[config.mk]
export PLATFORM = sky130hd
export DESIGN_NAME = bram_requester
export DESIGN_NICKNAME = d
export VERILOG_FILES = /design/src/rtl/bram_requester_pkg.sv /design/src/rtl/bram_resp_fifo.sv /design/src/rtl/bram_requester.sv
export SDC_FILE = /design/constraint.sdc
export NUM_CORES = 1
export LEC_CHECK = 0
export CAP_MARGIN = 5
export CORE_MARGIN = 2
export CORE_UTILIZATION = 35
export CTS_BUF_LIST = sky130_fd_sc_hd__clkbuf_8
export DETAILED_ROUTE_END_ITERATION = 8
export DONT_BUFFER_PORTS = 1
export SYNTH_ARGS = -nofsm -noshare
export SYNTH_HDL_FRONTEND = slang
export SYNTH_SLANG_ARGS = --single-unit
[constraint.sdc]
create_clock -name clock -period 2.8 [get_ports clock]
set_input_delay 0.28 -clock clock [delete_from_list [all_inputs] [get_ports clock]]
set_output_delay 0.28 -clock clock [all_outputs]
set_load 0.1 [all_outputs]
[src/rtl/bram_requester_pkg.sv]
// Shared types and helpers for the BRAM request-side controller.
// Holds the FSM encoding, byte-mask expansion and depth limits.
package bram_requester_pkg;

  typedef enum logic {
    IDLE      = 1'b0,
    RMW_MERGE = 1'b1
  } state_t;

  localparam int RESP_DEPTH_MIN = 2;

  function automatic logic [7:0] byte_mask(
    input logic en
  );
    return {8{en}};
  endfunction

endpackage

[src/rtl/bram_resp_fifo.sv]
// Circular response FIFO holding load data for the consumer.
// Pointers wrap at RESP_DEPTH; push and pop may coincide.
module bram_resp_fifo
  import bram_requester_pkg::*;
#(
  parameter int DATA_WIDTH = 32,
  parameter int RESP_DEPTH = RESP_DEPTH_MIN
) (
  input  logic                            clock,
  input  logic                            reset,
  input  logic                            push,
  input  logic [DATA_WIDTH-1:0]           wdata,
  input  logic                            pop,
  output logic                            full,
  output logic                            empty,
  output logic [$clog2(RESP_DEPTH+1)-1:0] count,
  output logic [DATA_WIDTH-1:0]           rdata
);

  localparam int PW = (RESP_DEPTH > 1) ? $clog2(RESP_DEPTH) : 1;
  localparam int CW = $clog2(RESP_DEPTH + 1);

  logic [DATA_WIDTH-1:0] r_mem [RESP_DEPTH];
  logic [PW-1:0]         r_wr;
  logic [PW-1:0]         r_rd;
  logic [CW-1:0]         r_count;
  logic                  w_push;
  logic                  w_pop;

  function automatic logic [PW-1:0] nxt(
    input logic [PW-1:0] p
  );
    return (p == PW'(RESP_DEPTH - 1)) ? '0 : p + PW'(1);
  endfunction

  assign full  = (r_count == CW'(RESP_DEPTH));
  assign empty = (r_count == '0);
  assign count = r_count;
  assign rdata = r_mem[r_rd];

  // A push into a full FIFO is only legal when the head leaves the same cycle.
  assign w_pop  = pop & ~empty;
  assign w_push = push & (~full | w_pop);

  always_ff @(posedge clock or negedge reset) begin
    if (!reset) begin
      r_wr    <= '0;
      r_rd    <= '0;
      r_count <= '0;
      for (int i = 0; i < RESP_DEPTH; i++)
        r_mem[i] <= '0;
    end else begin
      if (w_push) begin
        r_mem[r_wr] <= wdata;
        r_wr        <= nxt(r_wr);
      end
      if (w_pop)
        r_rd <= nxt(r_rd);
      unique case ({w_push, w_pop})
        2'b10:   r_count <= r_count + CW'(1);
        2'b01:   r_count <= r_count - CW'(1);
        default: r_count <= r_count;
      endcase
    end
  end

endmodule

[src/rtl/bram_requester.sv]
// Load/store requester for the dual-port data BRAM with response FIFO.
// Optional MEM_BYTE_WRITE_EN enables read-modify-write partial stores.
module bram_requester
  import bram_requester_pkg::*;
#(
  parameter int DATA_WIDTH = 32,
  parameter int ADDR_WIDTH = 8,
  parameter int RESP_DEPTH = RESP_DEPTH_MIN
) (
  input  logic                    clock,
  input  logic                    reset,
  input  logic                    req_valid,
  output logic                    req_ready,
  input  logic                    req_write,
  input  logic [ADDR_WIDTH-1:0]   req_address,
  input  logic [DATA_WIDTH-1:0]   req_wdata,
  input  logic [DATA_WIDTH/8-1:0] req_byte_en,
  output logic                    resp_valid,
  input  logic                    resp_ready,
  output logic [DATA_WIDTH-1:0]   resp_rdata,
  output logic                    readEnable,
  output logic [ADDR_WIDTH-1:0]   readAddress,
  input  logic [DATA_WIDTH-1:0]   readData,
  output logic                    writeEnable,
  output logic [ADDR_WIDTH-1:0]   writeAddress,
  output logic [DATA_WIDTH-1:0]   writeData
);

  localparam int CW = $clog2(RESP_DEPTH + 1);

  state_t        r_state;
  logic          r_in_flight;
  logic          w_full;
  logic          w_empty;
  logic [CW-1:0] w_count;
  logic [CW:0]   w_occ;
  logic          w_pop;
  logic          w_credit;
  logic          w_idle;
  logic          w_partial;
  logic          w_acc;
  logic          w_ld;
  logic          w_st;
  logic          w_rmw_go;

`ifdef MEM_BYTE_WRITE_EN
  localparam int NB = DATA_WIDTH / 8;

  logic [ADDR_WIDTH-1:0] r_addr;
  logic [DATA_WIDTH-1:0] r_wdata;
  logic [NB-1:0]         r_mask;
  logic [DATA_WIDTH-1:0] w_bm;
  logic [DATA_WIDTH-1:0] w_merged;

  assign w_partial = ~&req_byte_en;

  always_comb begin
    w_bm = '0;
    for (int b = 0; b < NB; b++)
      w_bm[b*8 +: 8] = byte_mask(r_mask[b]);
  end

  assign w_merged = (readData & ~w_bm) | (r_wdata & w_bm);

  always_ff @(posedge clock or negedge reset) begin
    if (!reset) begin
      r_addr  <= '0;
      r_wdata <= '0;
      r_mask  <= '0;
    end else if (w_rmw_go) begin
      r_addr  <= req_address;
      r_wdata <= req_wdata;
      r_mask  <= req_byte_en;
    end
  end
`else
  logic w_unused_be;

  assign w_unused_be = ^req_byte_en;
  assign w_partial   = 1'b0;
`endif

  assign w_pop  = resp_valid & resp_ready;
  assign w_occ  = {1'b0, w_count}
                + {{CW{1'b0}}, r_in_flight}
                - {{CW{1'b0}}, w_pop};
  assign w_credit = (w_occ < (CW+1)'(RESP_DEPTH));
  assign w_idle   = (r_state == IDLE);

  // Gated by reset so nothing is accepted while reset is held.
  assign req_ready = reset & w_idle &
                     (req_write ? ~(w_partial & r_in_flight)
                                : w_credit);

  assign w_acc    = req_valid & req_ready;
  assign w_ld     = w_acc & ~req_write;
  assign w_st     = w_acc & req_write & ~w_partial;
  assign w_rmw_go = w_acc & req_write & w_partial;

  assign readEnable  = w_ld | w_rmw_go;
  assign readAddress = readEnable ? req_address : '0;

  always_comb begin
    writeEnable  = w_st;
    writeAddress = w_st ? req_address : '0;
    writeData    = w_st ? req_wdata : '0;
`ifdef MEM_BYTE_WRITE_EN
    if (r_state == RMW_MERGE) begin
      writeEnable  = 1'b1;
      writeAddress = r_addr;
      writeData    = w_merged;
    end
`endif
  end

  always_ff @(posedge clock or negedge reset) begin
    if (!reset) begin
      r_state     <= IDLE;
      r_in_flight <= 1'b0;
    end else begin
      r_in_flight <= w_ld;
      unique case (r_state)
        IDLE:      r_state <= w_rmw_go ? RMW_MERGE : IDLE;
        RMW_MERGE: r_state <= IDLE;
        default:   r_state <= IDLE;
      endcase
    end
  end

  bram_resp_fifo #(
    .DATA_WIDTH (DATA_WIDTH),
    .RESP_DEPTH (RESP_DEPTH)
  ) u_fifo (
    .clock (clock),
    .reset (reset),
    .push  (r_in_flight),
    .wdata (readData),
    .pop   (w_pop),
    .full  (w_full),
    .empty (w_empty),
    .count (w_count),
    .rdata (resp_rdata)
  );

  assign resp_valid = ~w_empty;

  logic w_unused_full;
  assign w_unused_full = w_full;

endmodule

* Word-level counts from Yosys, hierarchy flattened
Cells that the tools add are included.
** Storage, ports and cells
- Input bits :: 81
- Output and inout bits :: 84
- Word-level logic and storage cells :: 48
- Bits in registers :: 69
** Cells by class
- Add/subtract/negate cells :: 6
- Eq/ne operators :: 3
- Multiplexer cells :: 13
- Reduce and logical (&&, ||, !) cells :: 3
- Bitwise operators :: 13
- Magnitude comparators :: 4
** Operator list (number)
- 32-bit two-way mux :: 5
- 64-bit bitwise mux :: 1
- 32-bit demux with 1-bit select :: 1
- 8-bit two-way mux :: 2
- 1-bit AND :: 7
- 2-bit == test (second input constant) :: 2
- 2-bit >= comparator (second input constant) :: 2
- 1-bit inverter with 2-bit output :: 2
- 2-bit case mux with 2 select lines :: 1
- 2-bit by 1-bit adder with 3-bit output :: 1
- 3-bit by 2-bit < comparator with 1-bit output (second input constant) :: 1
- 1-bit two-way mux :: 3
- 1-bit inverter :: 3
- 3-bit by 1-bit subtractor with 3-bit output :: 1
- 1-bit adder (second input constant) :: 2
- 2-bit by 1-bit adder with 2-bit output (second input constant) :: 1
- 2-bit by 1-bit == test with 1-bit output (second input constant) :: 1
- 2-bit logical NOT :: 1
- 2-bit by 1-bit < comparator with 1-bit output (second input constant) :: 1
- 2-bit nonzero test :: 1
- 2-bit by 1-bit subtractor with 2-bit output (second input constant) :: 1
- 1-bit logical AND :: 1
- 1-bit OR :: 1

* Depth between registers and ports, before layout
- Word-level depth :: 10
- Depth in mapped cells :: 9
- Gate-level depth less buffers :: 8

* Cells and area by module
Synthesis repeated with hierarchy kept, for this count alone.
** Unflattened totals
- Cells, all modules :: 258
- Area total of the unflattened synthesis :: 3498.4 sq um
** By module, submodules not included
- bram_resp_fifo :: cells each 189, sequential area each 1701.6 sq um, area an instance 2999.1 sq um, instances 1
- bram_requester :: cells each 69, sequential area each 25.0 sq um, area an instance 499.2 sq um, instances 1

* Least setup slack after synthesis
No wires, ideal clock.
- Path kind :: register -> output
- Start :: reg u_fifo.r_count[1], in the netlist u_fifo.count[1]
- End :: out readAddress[0]
- Cell stages (with the launch flop) :: 10
- Slack :: -1.704 ns
- Data arrival time :: 4.224 ns
- Data required time :: 2.520 ns
- Buffers on the path :: 1
- Path through :: dfrtp_1 or2_2 and2_1 ha_1 nand2b_1 fa_1 nand4b_1 nor2b_1 clkbuf_1 and2_1
** On the way
- Word-level cells in the longest chain between the ends :: 10
- Elaborated cells between the ends (all ways) :: 11
- Those cells by class :: add/sub: 2; order compare: 1; mux: 2; bitwise: 5; reduce/logical: 1
** RTL lines
- from (decl) :: RTL line bram_resp_fifo.sv:26 : logic [CW-1:0] r_count;
- from (signal assigned) :: RTL line bram_resp_fifo.sv:60 : 2'b10: r_count <= r_count + CW'(1);
- from (signal assigned) :: RTL line bram_resp_fifo.sv:61 : 2'b01: r_count <= r_count - CW'(1);
- from (signal assigned) :: RTL line bram_resp_fifo.sv:62 : default: r_count <= r_count;
- 2-bit logical NOT :: RTL line bram_resp_fifo.sv:37 : assign empty = (r_count == '0);
- 1-bit inverter :: RTL line bram_requester.sv:145 : assign resp_valid = ~w_empty;
- named net resp_valid :: RTL line bram_requester.sv:18 : output logic resp_valid,
- 1-bit AND :: RTL line bram_requester.sv:83 : assign w_pop = resp_valid & resp_ready;
- 3-bit by 1-bit subtractor with 3-bit output :: RTL line bram_requester.sv:86 : - {{CW{1'b0}}, w_pop};
- 3-bit by 2-bit < comparator with 1-bit output :: RTL line bram_requester.sv:87 : assign w_credit = (w_occ < (CW+1)'(RESP_DEPTH));
- 1-bit two-way mux :: RTL line bram_requester.sv:92 : (req_write ? ~(w_partial & r_in_flight)
- 1-bit AND :: RTL line bram_requester.sv:91 : assign req_ready = reset & w_idle &
- 1-bit AND :: RTL line bram_requester.sv:95 : assign w_acc = req_valid & req_ready;
- 1-bit AND :: RTL line bram_requester.sv:96 : assign w_ld = w_acc & ~req_write;
- named net readEnable :: RTL line bram_requester.sv:21 : output logic readEnable,
- 8-bit two-way mux :: RTL line bram_requester.sv:101 : assign readAddress = readEnable ? req_address : '0;
- to (decl) :: RTL line bram_requester.sv:22 : output logic [ADDR_WIDTH-1:0] readAddress,
The timed path passes the listed nets, and every way through them passes these cells.

* Worst setup path after layout
- Start :: reg u_fifo.r_count[0], in the netlist u_fifo.count[0]
- End :: out readAddress[0]
** On the way
- Word-level cells in the longest chain between the ends :: 10
- Elaborated cells between the ends (all ways) :: 11
- Those cells by class :: add/sub: 2; order compare: 1; mux: 2; bitwise: 5; reduce/logical: 1
** RTL lines (RTL line)
- parallel branches: the longest is 3 deep, another holds 2-bit by 1-bit adder with 3-bit output
- 3-bit by 1-bit subtractor with 3-bit output (*) :: bram_requester.sv:86
- 3-bit by 2-bit < comparator with 1-bit output (*) :: bram_requester.sv:87
- 1-bit two-way mux (*) :: bram_requester.sv:92
- 1-bit AND (*) :: bram_requester.sv:91
- 1-bit AND (*) :: bram_requester.sv:95
- 1-bit AND (*) :: bram_requester.sv:96
- 8-bit two-way mux (*) :: bram_requester.sv:101
Mark *: on every way between the ends.

==> results.py <==
metrics = {
    "yosys": {
        "synth_largest_type_area_fraction_pct": 47.3,
        "synthDominantAreaCellType": "sky130_fd_sc_hd__dfrtp_1",
        "syn_nets": 341,
        "async_flop_share_pct": 100,
        "synthesis.area_um2": 3650,
        "synth_cells": 258,
        "synth_edf_count": 0,
        "synth_area_per_cell_um2": 14.2,
        "synth.top_cells.by_area": "sky130_fd_sc_hd__dfrtp_1, sky130_fd_sc_hd__mux2_4, sky130_fd_sc_hd__mux2_2",
        "ys_warn_count": 0,
        "fraction_of_the_yosys_area_taken_by_sequential_cells_pct": 47.3,
        "synth_top_flop_cell": "sky130_fd_sc_hd__dfrtp_1",
        "yosysMostFrequentCell": "sky130_fd_sc_hd__dfrtp_1",
        "synth.cells.most_frequent": "sky130_fd_sc_hd__dfrtp_1, sky130_fd_sc_hd__mux2_4, sky130_fd_sc_hd__and2_1, sky130_fd_sc_hd__mux2_2",
        "synth.ff_latch_count": 69,
        "synth_cell_type_count": 30,
    },
    "floorplan": {
        "floorplan.die.height_um": 106,
        "ioPinCount": 165,
        "die_x_um": 106,
        "rows": 37,
        "initial_utilization_pct": 35.7,
        "core_outline_area_um2": 10200,
        "die_area_um2": 11300,
    },
    "status": {
        "outcome": "finished with violations",
        "failed_checks": "setup timing",
    },
    "grt": {
        "number_of_antenna_violations_at_the_first_check_in_global_routing": 0,
        "grt_util_all_layers_pct": 14.4,
        "grt_first_pass_wirelength_mm": 12.3,
        "grt_max_degree": 70,
        "final_global_route_overflow_total": 0,
        "grt_pass1_vias": 2285,
    },
    "drt": {
        "drtAntennaViolNets": 0,
        "dr_total_vias": 2210,
        "drt_wl_total_mm": 8.01,
        "vias_per_cell": 4.89,
        "drc": 0,
        "wl_per_instance_um": 17.7,
        "drt_iter0_markers": 62,
        "drtPass1Iterations": 4,
    },
    "flow_run": {
        "max-cap-violations": 0,
    },
    "sta": {
        "finalHoldViolations": 0,
        "worst_slew_pin_slew_ns": 0.539,
        "finalCriticalPeriod_ns": 3.09,
        "min_period_over_period_pct": 110,
        "timing_max_transition_violations_final": 0,
        "fin_skew_ns": 0.00712,
        "hold_slack_final_ns": 0.0364,
        "max-slew-margin-rel_pct": 64.2,
        "final.setup.worst_slack_ns": -0.285,
        "max_freq_ghz": 0.324,
        "rsz_0062_raised_after_global_routing": "true",
        "setup_violations_final": 10,
    },
    "place": {
        "finalWeightedCongestion": 0.763,
        "dpl-instance-area_um2": 4190,
        "io_buffers": 0,
        "place.detailed.hpwl_mm": 5.53,
    },
    "setup_path": {
        "worst-endpoint-arrival_ns": 2.81,
        "end_kind": "primary output",
        "crit_path_cell_trace": "or2_4 -> and2_4 -> ha_4 -> nand2b_4 -> fa_1 -> nand4b_1 -> nor2b_4 -> and2_4",
        "cp_common_cell": "sky130_fd_sc_hd__and2_4",
        "longest_individual_stage_delay_on_the_worst_path_ns": 0.50,
        "critical_path_required_ns": 2.52,
        "crit_path_max_fanout": 5,
        "path_class": "flop to primary output",
        "reg2reg_setup_slack_ns": 0.45,
        "slowest_stage": "sky130_fd_sc_hd__fa_1",
        "start_kind": "flop",
    },
    "clock_tree": {
        "cts_h_tree_depth": 3,
        "cts.root.buffer_cell": "sky130_fd_sc_hd__clkbuf_8",
        "clock_sink_count": 69,
        "cts-buffers-inserted": 9,
        "cts_tree": "done",
        "clock_pin_slew_worst_setup_and_hold_paths_ns": 0.07,
        "cts_max_path_buffers": 2,
        "clock_insertion_delay_worst_skew_ns": 0.34,
    },
    "finish": {
        "postLayoutCellArea_um2": 4470,
        "fillers": 924,
        "design.final.nets": 395,
        "diodes": 0,
        "area_growth_pct": 22.3,
        "layout-drive-gt1-share_pct": 59.5,
    },
    "min_path": {
        "min-delay-path-class": "input port to flop",
    },
}
sequential cells by signal (all words and copies together), names as in the netlist:
name and flops:
u_fifo.r_wr 1, u_fifo.count 2, u_fifo.r_rd 1, r_in_flight 1, u_fifo.r_mem 64
worst paths after layout:
kind | cells past startpoint | startpoint | endpoint
worst min register to register | 1 | u_fifo.r_mem[18]$_DFFE_PN0P_ | u_fifo.r_mem[18]$_DFFE_PN0P_
max in group asynchronous | 2 | reset | u_fifo.count[1]$_DFFE_PN0P_
worst max register to register | 9 | u_fifo.count[0]$_DFFE_PN0P_ | r_in_flight$_DFF_PN0_
worst min-delay path | 1 | resp_ready | u_fifo.count[1]$_DFFE_PN0P_
min in group asynchronous | 2 | reset | u_fifo.r_mem[9]$_DFFE_PN0P_
worst max-delay path | 8 | u_fifo.count[0]$_DFFE_PN0P_ | readAddress[0]
layout by cell type (no fill, tap or decap), drive strengths merged, types with 2 or more instances in the layout:
| master | synthesis | final |
|---|---|---|
| buf | 9 | 56 |
| nand2b | 3 | 3 |
| o21ai | 3 | 3 |
| nor2b | 2 | 3 |
| dfrtp | 69 | 69 |
| nor3 | 2 | 2 |
| a21oi | 2 | 2 |
| nor2 | 2 | 2 |
| inv | 2 | 3 |
| and2 | 49 | 49 |
| mux2 | 96 | 96 |
| nand2 | 2 | 2 |
| clkinv | 0 | 3 |
| nor3b | 2 | 2 |
| clkbuf | 6 | 9 |
layer usage:
| metal | wire, um | vias to the layer above | track usage (%) |
|---|---|---|---|
| met5 | 0 | - | 0 |
| met4 | 150 | 0 | 5.64 |
| met3 | 676 | 8 | 6.25 |
| met2 | 4030 | 107 | 24.0 |
| met1 | 3160 | 1102 | 16.3 |
| li1 | - | 993 | - |
cells by family after synthesis:
group | Yosys count | share of synthesized area, %
muxes | 96 | 35.5
DFF | 69 | 47.3
and+or+nand+nor | 65 | 11.6
buffers and inverters | 17 | 3.08
AOI/OAI and AO/OA | 7 | 1.13
xor gates and xnor gates | 2 | 0.480
adders and majority gates | 2 | 0.890
what timing repair did:
action,in CTS,in global routing
cloned,0,1
resized for setup,2,5
hold buffers,2,0
setup endpoints to repair,10,10
endpoints found under the hold margin,69,0
pin swaps,8,8
buffers inserted,0,3
critical path: cells and delay by family, from the launching register on:
kind / cells / cell delay (ns)
flops: 1 / 0.40
simple gates: 6 / 1.36
fa+ha+maj: 2 / 0.70
layout make-up:
| type | count | area (um2) | area share [%] |
|---|---|---|---|
| clock buffer | 9 | 124 | 2.77 |
| timing repair buffer | 57 | 479 | 10.7 |
| sequential | 69 | 1730 | 38.7 |
| clock inverter | 6 | 56.3 | 1.26 |
| multi-input combinational | 173 | 1900 | 42.6 |
| tap | 136 | 170 | 3.81 |
| inverter | 2 | 7.51 | 0.168 |
through the flow:
| stage | worst slack (ns) | utilization (%) | instances | setup TNS, ns |
|---|---|---|---|---|
| 3_3_place_gp | 0.0298 | 40.9 | 431 | 0 |
| 3_5_place_dp | -0.0123 | 40.9 | 431 | -0.0887 |
| 4_1_cts | -0.321 | 43.2 | 448 | -2.89 |
| 6_report | -0.285 | 43.7 | 452 | -2.37 |
| 2_1_floorplan | -0.204 | - | 258 | -1.63 |
| 5_1_grt | -0.369 | 43.7 | 452 | -3.27 |
Power is left out: the tool's default activity adds up to more than one toggle a clock period on the data nets, which glitch-free logic cannot reach.
